File: src/rtl/bn_stream_ctrl.sv
// Batch sequencer between a sample stream and a BN2d engine: buffers LEN inputs,
// issues them to the engine, collects LEN results and streams them back out.
module bn_stream_ctrl #(
  parameter int LEN = 5,
  parameter int AW  = 3
) (
  input  logic               clk,
  input  logic               rst,
  input  logic               start,
  input  logic signed [15:0] weight_in,
  input  logic signed [15:0] bias_in,
  input  logic               in_valid,
  input  logic signed [15:0] in_data,
  output logic               in_ready,
  output logic signed [15:0] bn_data,
  output logic signed [15:0] bn_weight,
  output logic signed [15:0] bn_bias,
  input  logic signed [15:0] bn_result,
  input  logic               bn_finish,
  output logic               out_valid,
  output logic signed [15:0] out_data,
  input  logic               out_ready,
  output logic               busy,
  output logic               done
);

  localparam int            IW   = (LEN > 1) ? $clog2(LEN) : 1;
  localparam logic [AW-1:0] LAST = AW'(LEN - 1);

  typedef enum logic [1:0] {S_IDLE, S_LOAD, S_RUN, S_OUT} state_t;

  state_t                state_q,   state_d;
  logic [AW-1:0]         wr_idx_q,  wr_idx_d;
  logic [AW-1:0]         iss_idx_q, iss_idx_d;
  logic [AW-1:0]         res_idx_q, res_idx_d;
  logic [AW-1:0]         rd_idx_q,  rd_idx_d;
  logic signed [15:0]    weight_q,  weight_d;
  logic signed [15:0]    bias_q,    bias_d;
  logic                  done_q,    done_d;
  logic signed [15:0]    inbuf_q  [LEN];
  logic signed [15:0]    inbuf_d  [LEN];
  logic signed [15:0]    outbuf_q [LEN];
  logic signed [15:0]    outbuf_d [LEN];

  always_comb begin
    state_d   = state_q;
    wr_idx_d  = wr_idx_q;
    iss_idx_d = iss_idx_q;
    res_idx_d = res_idx_q;
    rd_idx_d  = rd_idx_q;
    weight_d  = weight_q;
    bias_d    = bias_q;
    done_d    = 1'b0;
    inbuf_d   = inbuf_q;
    outbuf_d  = outbuf_q;
    case (state_q)
      S_IDLE: begin
        if (start) begin
          weight_d  = weight_in;
          bias_d    = bias_in;
          wr_idx_d  = '0;
          iss_idx_d = '0;
          res_idx_d = '0;
          rd_idx_d  = '0;
          state_d   = S_LOAD;
        end
      end
      S_LOAD: begin
        if (in_valid) begin
          inbuf_d[wr_idx_q[IW-1:0]] = in_data;
          wr_idx_d = wr_idx_q + 1'b1;
          if (wr_idx_q == LAST) state_d = S_RUN;
        end
      end
      S_RUN: begin
        // issue pointer parks on the last element; the engine may keep sampling it
        if (iss_idx_q != LAST) iss_idx_d = iss_idx_q + 1'b1;
        if (bn_finish) begin
          outbuf_d[res_idx_q[IW-1:0]] = bn_result;
          res_idx_d = res_idx_q + 1'b1;
          if (res_idx_q == LAST) state_d = S_OUT;
        end
      end
      S_OUT: begin
        if (out_ready) begin
          rd_idx_d = rd_idx_q + 1'b1;
          if (rd_idx_q == LAST) begin
            state_d = S_IDLE;
            done_d  = 1'b1;
          end
        end
      end
      default: state_d = S_IDLE;
    endcase
  end

  always_ff @(posedge clk) begin
    if (rst) begin
      state_q   <= S_IDLE;
      wr_idx_q  <= '0;
      iss_idx_q <= '0;
      res_idx_q <= '0;
      rd_idx_q  <= '0;
      weight_q  <= '0;
      bias_q    <= '0;
      done_q    <= 1'b0;
    end else begin
      state_q   <= state_d;
      wr_idx_q  <= wr_idx_d;
      iss_idx_q <= iss_idx_d;
      res_idx_q <= res_idx_d;
      rd_idx_q  <= rd_idx_d;
      weight_q  <= weight_d;
      bias_q    <= bias_d;
      done_q    <= done_d;
    end
  end

  // Sample storage carries no reset; every slot is rewritten before it is read.
  always_ff @(posedge clk) begin
    inbuf_q  <= inbuf_d;
    outbuf_q <= outbuf_d;
  end

  assign in_ready  = (state_q == S_LOAD);
  assign out_valid = (state_q == S_OUT);
  assign busy      = (state_q != S_IDLE);
  assign done      = done_q;
  assign bn_weight = weight_q;
  assign bn_bias   = bias_q;
  assign bn_data   = (state_q == S_RUN) ? inbuf_q[iss_idx_q[IW-1:0]] : '0;
  assign out_data  = (state_q == S_OUT) ? outbuf_q[rd_idx_q[IW-1:0]] : '0;

endmodule

File: config.mk
export PLATFORM = sky130hd
export DESIGN_NAME = bn_stream_ctrl
export DESIGN_NICKNAME = d
export VERILOG_FILES = /design/src/rtl/bn_stream_ctrl.sv
export SDC_FILE = /design/constraint.sdc
export NUM_CORES = 1
export LEC_CHECK = 0
export CORE_ASPECT_RATIO = 0.7
export CORE_MARGIN = 3
export CORE_UTILIZATION = 46
export CTS_CLUSTER_SIZE = 20
export DETAILED_ROUTE_END_ITERATION = 8
export GPL_ROUTABILITY_DRIVEN = 0
export GPL_TIMING_DRIVEN = 0
export PLACE_DENSITY = 0.73
export SYNTH_ARGS = -nofsm -noshare
export SYNTH_HDL_FRONTEND = slang
export SYNTH_SLANG_ARGS = --single-unit
File: constraint.sdc
create_clock -name clk -period 2.45 [get_ports clk]
set_clock_uncertainty 0.05 [all_clocks]
set_input_delay 0.245 -clock clk [delete_from_list [all_inputs] [get_ports clk]]
set_output_delay 0.245 -clock clk [all_outputs]
set_load 0.01 [all_outputs]
==> results of run 1 <==
[final cells by class]
class,count,area [um2]
plain buffers,31,239.0
flip-flops and latches,207,5752
multi-input cells,299,2486
repair buffers,168,1648
clock buffers,26,544.3
clock inverters,10,68.82
fillers,1263,6437
well taps,231,289.0
inverters,14,52.55
[Yosys cell counts, types with 2 or more instances]
master | n | area (um2)
nor3_4 | 2 | 32.53
nor2b_1 | 34 | 212.7
inv_2 | 2 | 7.510
mux4_1 | 8 | 210.2
nor3b_1 | 2 | 15.01
edfxtp_1 | 160 | 4805
mux2i_1 | 2 | 20.02
nor2_1 | 10 | 37.54
and3_1 | 2 | 12.51
a21oi_1 | 40 | 200.2
clkbuf_1 | 13 | 48.80
buf_12 | 2 | 40.04
dfxtp_1 | 47 | 940.9
nand2b_1 | 6 | 37.54
nor3_1 | 9 | 45.04
ha_1 | 13 | 162.7
buf_4 | 3 | 22.52
nand3_1 | 8 | 40.04
nand4_1 | 3 | 18.77
inv_1 | 12 | 45.04
a22oi_2 | 16 | 200.2
nand2_1 | 79 | 296.5
mux4_2 | 24 | 540.5
buf_2 | 9 | 45.04
buf_6 | 3 | 33.78
o21ai_0 | 6 | 30.03
and2_1 | 2 | 12.51
nand3b_1 | 2 | 15.01
a22oi_1 | 18 | 135.1
[kinds of logic after synthesis]
kind of cell / after synthesis
and+or+nand+nor: 163
AOI/OAI and AO/OA: 84
muxes: 37
xor gates and xnor gates: 2
adders and majority gates: 13
buffers and inverters: 45
DFF: 207
[per-stage QoR]
step	total power [uW]	cell area [um2]	hold WS, ps
global route	9043	11080	262.9
finish	8688	11080	248.2
CTS	8729	11000	243.1
global placement	5740	10060	393.2
detailed placement	5837	10210	399.8
floorplan	5061	8407	293.9
[where the power goes]
| part | internal [uW] | total (uW) | leakage [uW] | switching, uW |
|---|---|---|---|---|
| combinational | 831 | 1730 | 0.00171 | 894 |
| clock | 1670 | 2880 | 0.000298 | 1210 |
| sequential | 3980 | 4080 | 0.00183 | 104 |
[state kept, by name, indices dropped and copies added, names as in the netlist]
register,cells
inbuf_q,80
iss_idx_q,3
res_idx_q,3
outbuf_q,80
bn_bias,16
state_q,2
rd_idx_q,3
bn_weight,16
wr_idx_q,3
done,1
[path summary, 6_finish.rpt]
| path | endpoint | startpoint |
|---|---|---|
| max | bn_data[7] | iss_idx_q[1] |
| min | bn_bias[2] | bias_in[2] |
| max reg2reg | outbuf_q[10] | state_q[0] |
| min reg2reg | bn_weight[14] | bn_weight[14] |
[worst max-delay path: cells and delay by family (launching register included)]
kind	cells	cell delay (ps)
AO/OA/AOI/OAI	1	60
buffers and inverters	6	800
flip-flops	1	310
AND/OR/NAND/NOR	2	420
[layer usage]
layer  global-route usage  vias up  wire (um)  part of all wire
li1                     -     2444          -                 -
met1               0.2620     2689       8488              0.44
met2               0.3109      207       9105              0.48
met3              0.03616       21       1214             0.063
met4              0.03935        0        345             0.018
met5                    0        -          0                 0
[timing repair]
action,CTS,global route
buffers inserted,16,5
gates resized for setup,81,29
pin swaps,3,2
cloned,2,0
setup endpoints to repair,48,29
==> flow_metrics.env, run 1 <==
export IMPL_outcome="finished clean"
export IMPL_relSlewSlack=0.3309
export IMPL_drt_vias_per_instance=5.437
export IMPL_ys_types=43
export IMPL_antenna_found_initial=0
export IMPL_async_flop_share=0
export IMPL_dieHeight_um=119.1
export IMPL_cts_root_buf="clkbuf_16"
export IMPL_p_leak_uw=0.003831
export IMPL_max_stage_delay_ps=310
export IMPL_fmax_mhz=417.1
export IMPL_critPathMaxFanout=9
export IMPL_start_util=0.4796
export IMPL_cp_common_cell="buf_6"
export IMPL_drive_gt1_frac=0.2172
export IMPL_muxShareOfSynthArea=0.09650
export IMPL_ys_ff_latch=207
export IMPL_rows=40
export IMPL_grt_use_total=0.1877
export IMPL_criticalPathCategory="reg -> out"
export IMPL_syn_cell_area_mm2=0.008402
export IMPL_hp_class="in -> reg"
export IMPL_seq_area_frac_synth=0.6838
export IMPL_num_io_pins=138
export IMPL_worstSetupStartpointType="flop"
export IMPL_pwr_density_cell_mw_per_mm2=784.1
export IMPL_final_net_count=824
export IMPL_final_common_cell="edfxtp_1"
export IMPL_core_mm2=0.01752
export IMPL_dp_hpwl_mm=12.92
export IMPL_wl_mm=19.15
export IMPL_post_synth_inst_count=551
export IMPL_htreeDepth=1
export IMPL_min_period_ps=2397
export IMPL_stdcell_count=986
export IMPL_slew_violations=0
export IMPL_synth_xor_xnor_area_share=0.002085
export IMPL_place_ws_ps=-261.7
export IMPL_tns_ps=0
export IMPL_cts_buffers=20
export IMPL_tritoncts="yes"
export IMPL_io_buffers=136
export IMPL_crit_path_end_kind="primary output"
export IMPL_path_cells="buf_4 > nor3_4 > buf_6 > buf_6 > buf_6 > buf_6 > a22oi_2 > nor2b_1 > buf_2"
export IMPL_vias=5361
export IMPL_ys_flop_type="edfxtp_1"
export IMPL_tightest_slew_ps=1003
export IMPL_dp_cells=927
export IMPL_worst_ep_arrival_time_ps=2100
export IMPL_drt_iter0_drc=456
export IMPL_ir_worst_vdd_mv=0.4851
export IMPL_overflow=0
export IMPL_worst_path_max_delay_cell="dfxtp_1"
export IMPL_dieArea_mm2=0.01995
export IMPL_r2r_setup_slack_ps=100
export IMPL_antenna_cells=0
export IMPL_postLayoutCoreUtil=0.6325
export IMPL_synthAdderAreaFrac=0.01936
export IMPL_holdPathStages=3
export IMPL_ys_warn_count=0
export IMPL_die_w_um=167.5
export IMPL_grt_first_pass_wirelength_mm=29.88
export IMPL_ant_nets=0
export IMPL_routedWlPerCell_um=19.42
export IMPL_synth_compound_area_frac=0.07074
export IMPL_synth_edff_count=160
export IMPL_insertion_delay_ps=500
export IMPL_cts_sinks=207
export IMPL_cap_violations=0
export IMPL_synth_top_family_by_area="simple AND/OR/NAND/NOR gates"
export IMPL_grt_pass1_vias=5500
export IMPL_cts_hold_buffers=0
export IMPL_rsz0062_at_grt="true"
export IMPL_worstPathRequired_ps=2150
export IMPL_synth_avg_cell_area_um2=15.25
export IMPL_ff2ff_path_depth=5
export IMPL_first_pass_iters=5
export IMPL_cts_clk_slew_worst_paths_ps=60
export IMPL_drc=0
export IMPL_final_cell_mix="edfxtp_1, clkdlybuf4s50_1, nand2_1"
export IMPL_post_route_period_util=0.9786
export IMPL_yosys_area_share_simple=0.09814
export IMPL_clockBufferDepth=3
export IMPL_syn_to_final_growth_pct=31.87
export IMPL_setup_ws_ps=52.52
export IMPL_finalSetupViolations=0
export IMPL_grt_max_degree=17
export IMPL_finalHoldViolations=0
export IMPL_synthesis_nets=634
Note: power is estimated with default switching activity, not from simulation.
==> inputs of run 2 (changes only) <==
Settings changed: CORE_UTILIZATION 46 to 40, GPL_TIMING_DRIVEN 0 to not set, PLACE_DENSITY 0.73 to 0.65.
==> run 2 against run 1 <==
First-iteration DRC count is 33% lower. Design area shrank 0.10%. Setup slack lost 5.0 ps. Clock power is 21% higher. Via count shrank 4.5%. Hold slack lost 82 ps. Die area increased by 14%. Register-to-register slack better by 380 ps. Final cell count up 1.1%. Critical path type unchanged.
==> flow_metrics.env, run 2 (synthesized netlist as in run 1, its figures left out) <==
export IMPL_dp_cells=955
export IMPL_final_net_count=796
export IMPL_syn_to_final_growth_pct=31.73
export IMPL_rsz0062_at_grt="true"
export IMPL_criticalPathCategory="reg -> out"
export IMPL_p_leak_uw=0.003813
export IMPL_rows=43
export IMPL_tightest_slew_ps=534.3
export IMPL_finalSetupViolations=0
export IMPL_cts_sinks=207
export IMPL_multi_input_area_mm2=0.002470
export IMPL_finalHoldViolations=0
export IMPL_wl_mm=18.22
export IMPL_worst_ep_arrival_time_ps=2110
export IMPL_holdPathStages=2
export IMPL_outcome="finished clean"
export IMPL_cts_clk_slew_worst_paths_ps=60
export IMPL_hp_class="in -> reg"
export IMPL_cap_violations=0
export IMPL_htreeDepth=1
export IMPL_insertion_delay_ps=500
export IMPL_ff2ff_path_depth=6
export IMPL_setup_ws_ps=47.47
export IMPL_cts_root_buf="clkbuf_16"
export IMPL_crit_path_end_kind="primary output"
export IMPL_critPathMaxFanout=5
export IMPL_drive_gt1_frac=0.1939
export IMPL_post_route_period_util=0.9806
export IMPL_ant_nets=0
export IMPL_grt_use_total=0.1594
export IMPL_drt_vias_per_instance=5.134
export IMPL_min_period_ps=2403
export IMPL_grt_first_pass_wirelength_mm=28.88
export IMPL_cts_hold_buffers=0
export IMPL_tritoncts="yes"
export IMPL_io_buffers=137
export IMPL_layout_area_seq_mm2=0.005754
export IMPL_cts_buffers=22
export IMPL_drc=0
export IMPL_antenna_found_initial=1
export IMPL_dieHeight_um=127.3
export IMPL_first_pass_iters=4
export IMPL_num_io_pins=138
export IMPL_grt_max_degree=33
export IMPL_clockBufferDepth=3
export IMPL_final_cell_mix="edfxtp_1, clkdlybuf4s50_1, nand2_1"
export IMPL_placed_cell_area_mm2=0.01018
export IMPL_core_mm2=0.02023
export IMPL_final_common_cell="edfxtp_1"
export IMPL_grt_pass1_vias=5319
export IMPL_pwr_density_cell_mw_per_mm2=829.8
export IMPL_worstPathRequired_ps=2150
export IMPL_worstSetupStartpointType="flop"
export IMPL_vias=5119
export IMPL_routedWlPerCell_um=18.27
export IMPL_final_cell_area_mm2=0.01107
export IMPL_place_ws_ps=251.8
export IMPL_stdcell_count=997
export IMPL_start_util=0.4153
export IMPL_fin_total_pwr_uw=9184
export IMPL_fillers=1641
export IMPL_reg_top3="inbuf_q (80), outbuf_q (80)"
export IMPL_overflow=0
export IMPL_fmax_mhz=416.2
export IMPL_dp_hpwl_mm=11.87
export IMPL_die_w_um=179.2
export IMPL_ir_worst_vdd_mv=0.5707
export IMPL_drt_iter0_drc=306
export IMPL_dieArea_mm2=0.02281
export IMPL_antenna_cells=0
export IMPL_relSlewSlack=0.6438
export IMPL_slew_violations=0
-- run 2: layer usage --
metal | track usage | part of all wire
met3 | 0.05169 | 0.083
met5 | 0 | 0.00038
met4 | 0.03589 | 0.022
met2 | 0.2477 | 0.46
met1 | 0.2210 | 0.43
-- run 2: worst max-delay path, stage by stage (launching register included) --
cell and delay [ps]:
dfxtp_4 380, buf_8 140, buf_12 110, mux4_2 500, a22oi_2 140, nor2b_1 60
dlygate4sd2_1 280
-- run 2: final cells by class --
class                   instances  area share
multi-input cells             299      0.2232
clock inverters                11     0.01741
flip-flops and latches        207      0.5199
clock buffers                  27     0.05144
repair buffers                169      0.1528
inverters                      14    0.004748
well taps                     270     0.03052
-- run 2: repair_timing --
| item | in CTS | in global routing |
|---|---|---|
| gates resized for setup | 51 | 30 |
| setup endpoints to repair | 32 | 16 |
| cloned | 1 | 1 |
| pin swaps | 0 | 1 |
| buffers inserted | 1 | 1 |
-- run 2: power breakdown --
part	switching (uW)	total [uW]	internal [uW]	leakage (uW)
logic	834	1630	796	0.00162
registers	98.4	4080	3980	0.00183
clock network	1300	3480	2180	0.000368
total	2230	9180	6950	0.00381
-- run 2: final timing paths --
path / end / start / slack (ps)
worst max-delay path: bn_data[5] / iss_idx_q[0] / 50
worst min register to register: bn_bias[8] / bn_bias[8] / 410
worst max register to register: outbuf_q[1] / state_q[0] / 480
worst min-delay path: res_idx_q[1] / rst / 170
-- run 2: through the flow --
step | utilization | hold WS [ps] | TNS (ps)
final | 0.5471 | 166.5 | 0
after global routing | 0.5471 | 182.7 | -122.8
after CTS | 0.5442 | 145.1 | -33.04
after detailed placement | 0.5031 | 399.0 | 0
after global placement | 0.5031 | 393.2 | 0
after floorplan | - | 293.9 | -164.9
==> inputs of run 3 (changes only) <==
Settings changed: CTS_BUF_LIST set to sky130_fd_sc_hd__clkbuf_8.
==> run 3 against run 2 <==
Wire length increased by 0.35%. Hold slack worse by 16 ps. First-iteration DRC count up 18%. Register-to-register slack barely moved. Combinational power about the same. Design area down 1.1%. Final cell count increased by 2.3%. Critical path depth is 1 lower. Non-clock buffer count is the same. Sequential cell count unchanged. Clock power fell by 14%.
==> flow_metrics.env, run 3 (synthesized netlist as in run 1, its figures left out) <==
export IMPL_path_cells="buf_12 > mux4_1 > a22oi_1 > nor2b_1 > dlygate4sd2_1"
export IMPL_htreeDepth=2
export IMPL_dr_max_layer_used="met5"
export IMPL_routedWlPerCell_um=17.92
export IMPL_grt_max_degree=33
export IMPL_outcome="finished clean"
export IMPL_worst_path_max_delay_cell="mux4_1"
export IMPL_finalHoldViolations=0
export IMPL_core_mm2=0.02023
export IMPL_die_w_um=179.2
export IMPL_final_cell_mix="edfxtp_1, clkdlybuf4s50_1, nand2_1"
export IMPL_post_route_period_util=0.9774
export IMPL_drt_iter0_drc=361
export IMPL_worst_ep_arrival_time_ps=2100
export IMPL_drc=0
export IMPL_tns_ps=0
export IMPL_final_net_count=808
export IMPL_tritoncts="yes"
export IMPL_tightest_slew_ps=522.6
export IMPL_wl_met1_mm=8.177
export IMPL_num_io_pins=138
export IMPL_worstPathRequired_ps=2150
export IMPL_fin_total_pwr_uw=8677
export IMPL_routed_wl_met3_mm=1.612
export IMPL_cap_violations=0
export IMPL_drive_gt1_frac=0.2187
export IMPL_reg_top3="inbuf_q (80), outbuf_q (80)"
export IMPL_ir_worst_vdd_mv=0.6029
export IMPL_critPathMaxFanout=6
export IMPL_cts_clk_slew_worst_paths_ps=60
export IMPL_pwr_density_cell_mw_per_mm2=793.0
export IMPL_rsz0062_at_grt="true"
export IMPL_clockBufferDepth=3
export IMPL_slew_violations=0
export IMPL_p_leak_uw=0.003809
export IMPL_fmax_mhz=417.6
export IMPL_crit_path_end_kind="primary output"
export IMPL_wl_met2_mm=8.163
export IMPL_vias=5130
export IMPL_relSlewSlack=0.6516
export IMPL_min_period_ps=2395
export IMPL_grt_pass1_vias=5379
export IMPL_rows=43
export IMPL_final_common_cell="edfxtp_1"
export IMPL_dieHeight_um=127.3
export IMPL_grt_first_pass_wirelength_mm=28.79
export IMPL_criticalPathCategory="reg -> out"
export IMPL_cts_sinks=207
export IMPL_dp_hpwl_mm=11.87
export IMPL_insertion_delay_ps=500
export IMPL_io_buffers=137
export IMPL_hp_class="in -> reg"
export IMPL_dieArea_mm2=0.02281
export IMPL_antenna_found_initial=1
export IMPL_antenna_cells=0
export IMPL_ant_nets=0
export IMPL_first_pass_iters=4
export IMPL_grt_use_total=0.1604
export IMPL_overflow=0
export IMPL_max_stage_delay_ps=570
export IMPL_worstSetupStartpointType="flop"
export IMPL_finalSetupViolations=0
export IMPL_drt_vias_per_instance=5.029
export IMPL_syn_to_final_growth_pct=30.25
export IMPL_cts_root_buf="clkbuf_8"
export IMPL_wl_mm=18.28
export IMPL_cts_buffers=34
export IMPL_start_util=0.4153
run 3: cell count changes in the layout (fill, tap and decap cells not counted), moves of 2 or more:
cell	previous run	this run
buf_12	7	5
buf_2	1	5
bufinv_16	5	3
clkbuf_1	5	0
clkbuf_16	23	1
clkbuf_2	6	9
clkbuf_8	0	35
dlygate4sd2_1	18	11
inv_1	12	27
run 3: area by class of cell:
cell class                      count  area, um2
Tap cell                          270      337.8
Timing Repair Buffer              169       1648
Sequential cell                   207       5754
Fill cell                        1671       9286
Inverter                           14      52.55
Clock buffer                       35      481.7
Multi-Input combinational cell    299       2471
Clock inverter                     26      197.7
run 3: stage by stage:
step / cell area [um2] / setup WS, ps / std cells / util / hold slack [ps]
3_5_place_dp: 10180 / 251.8 / 955 / 0.5031 / 399.0
4_1_cts: 10910 / -48.10 / 1018 / 0.5393 / 114.9
5_1_grt: 10940 / -46.51 / 1020 / 0.5409 / 154.0
3_3_place_gp: 10180 / 285.0 / 955 / 0.5031 / 393.2
2_1_floorplan: 8407 / -10.30 / 551 / - / 293.9
6_report: 10940 / 55.35 / 1020 / 0.5409 / 150.8
run 3: path summary, 6_finish.rpt:
check              startpoint            to  slack [ps]  cells past startpoint
setup / recovery  rd_idx_q[0]  out_data[11]          60                      5
hold / removal            rst  res_idx_q[1]         150                      2
setup reg to reg   state_q[0]  outbuf_q[11]         490                      6
hold reg to reg    bn_bias[7]    bn_bias[7]         410                      2
run 3: what timing repair did:
action / 4_1_cts / 5_1_grt
hold endpoints to repair: 0 / 0
buffers inserted: 1 / 1
hold buffers: 0 / 0
resized for setup: 69 / 34
endpoints found under the setup margin: 32 / 13
gates cloned: 1 / 1
pin swaps: 3 / 1
run 3: power by group:
group / internal [uW] / switching (uW) / leakage [uW] / total (uW)
Sequential: 3980 / 96.8 / 0.00183 / 4080
Clock: 1660 / 1320 / 0.000396 / 2980
Combinational: 785 / 838 / 0.00159 / 1620
Total: 6420 / 2250 / 0.00381 / 8680
run 3: routing by layer:
metal,global-route usage,up-vias
li1,-,2423
met1,0.2172,2507
met2,0.2450,169
met3,0.06061,29
met4,0.04362,2
met5,0,-
run 3: critical path, delay by kind of cell (launching register included):
family          cells  cell delay, ps
compound gates      1             160
buf+inv             2             420
flops               1             400
mux                 1             570
simple gates        1              60
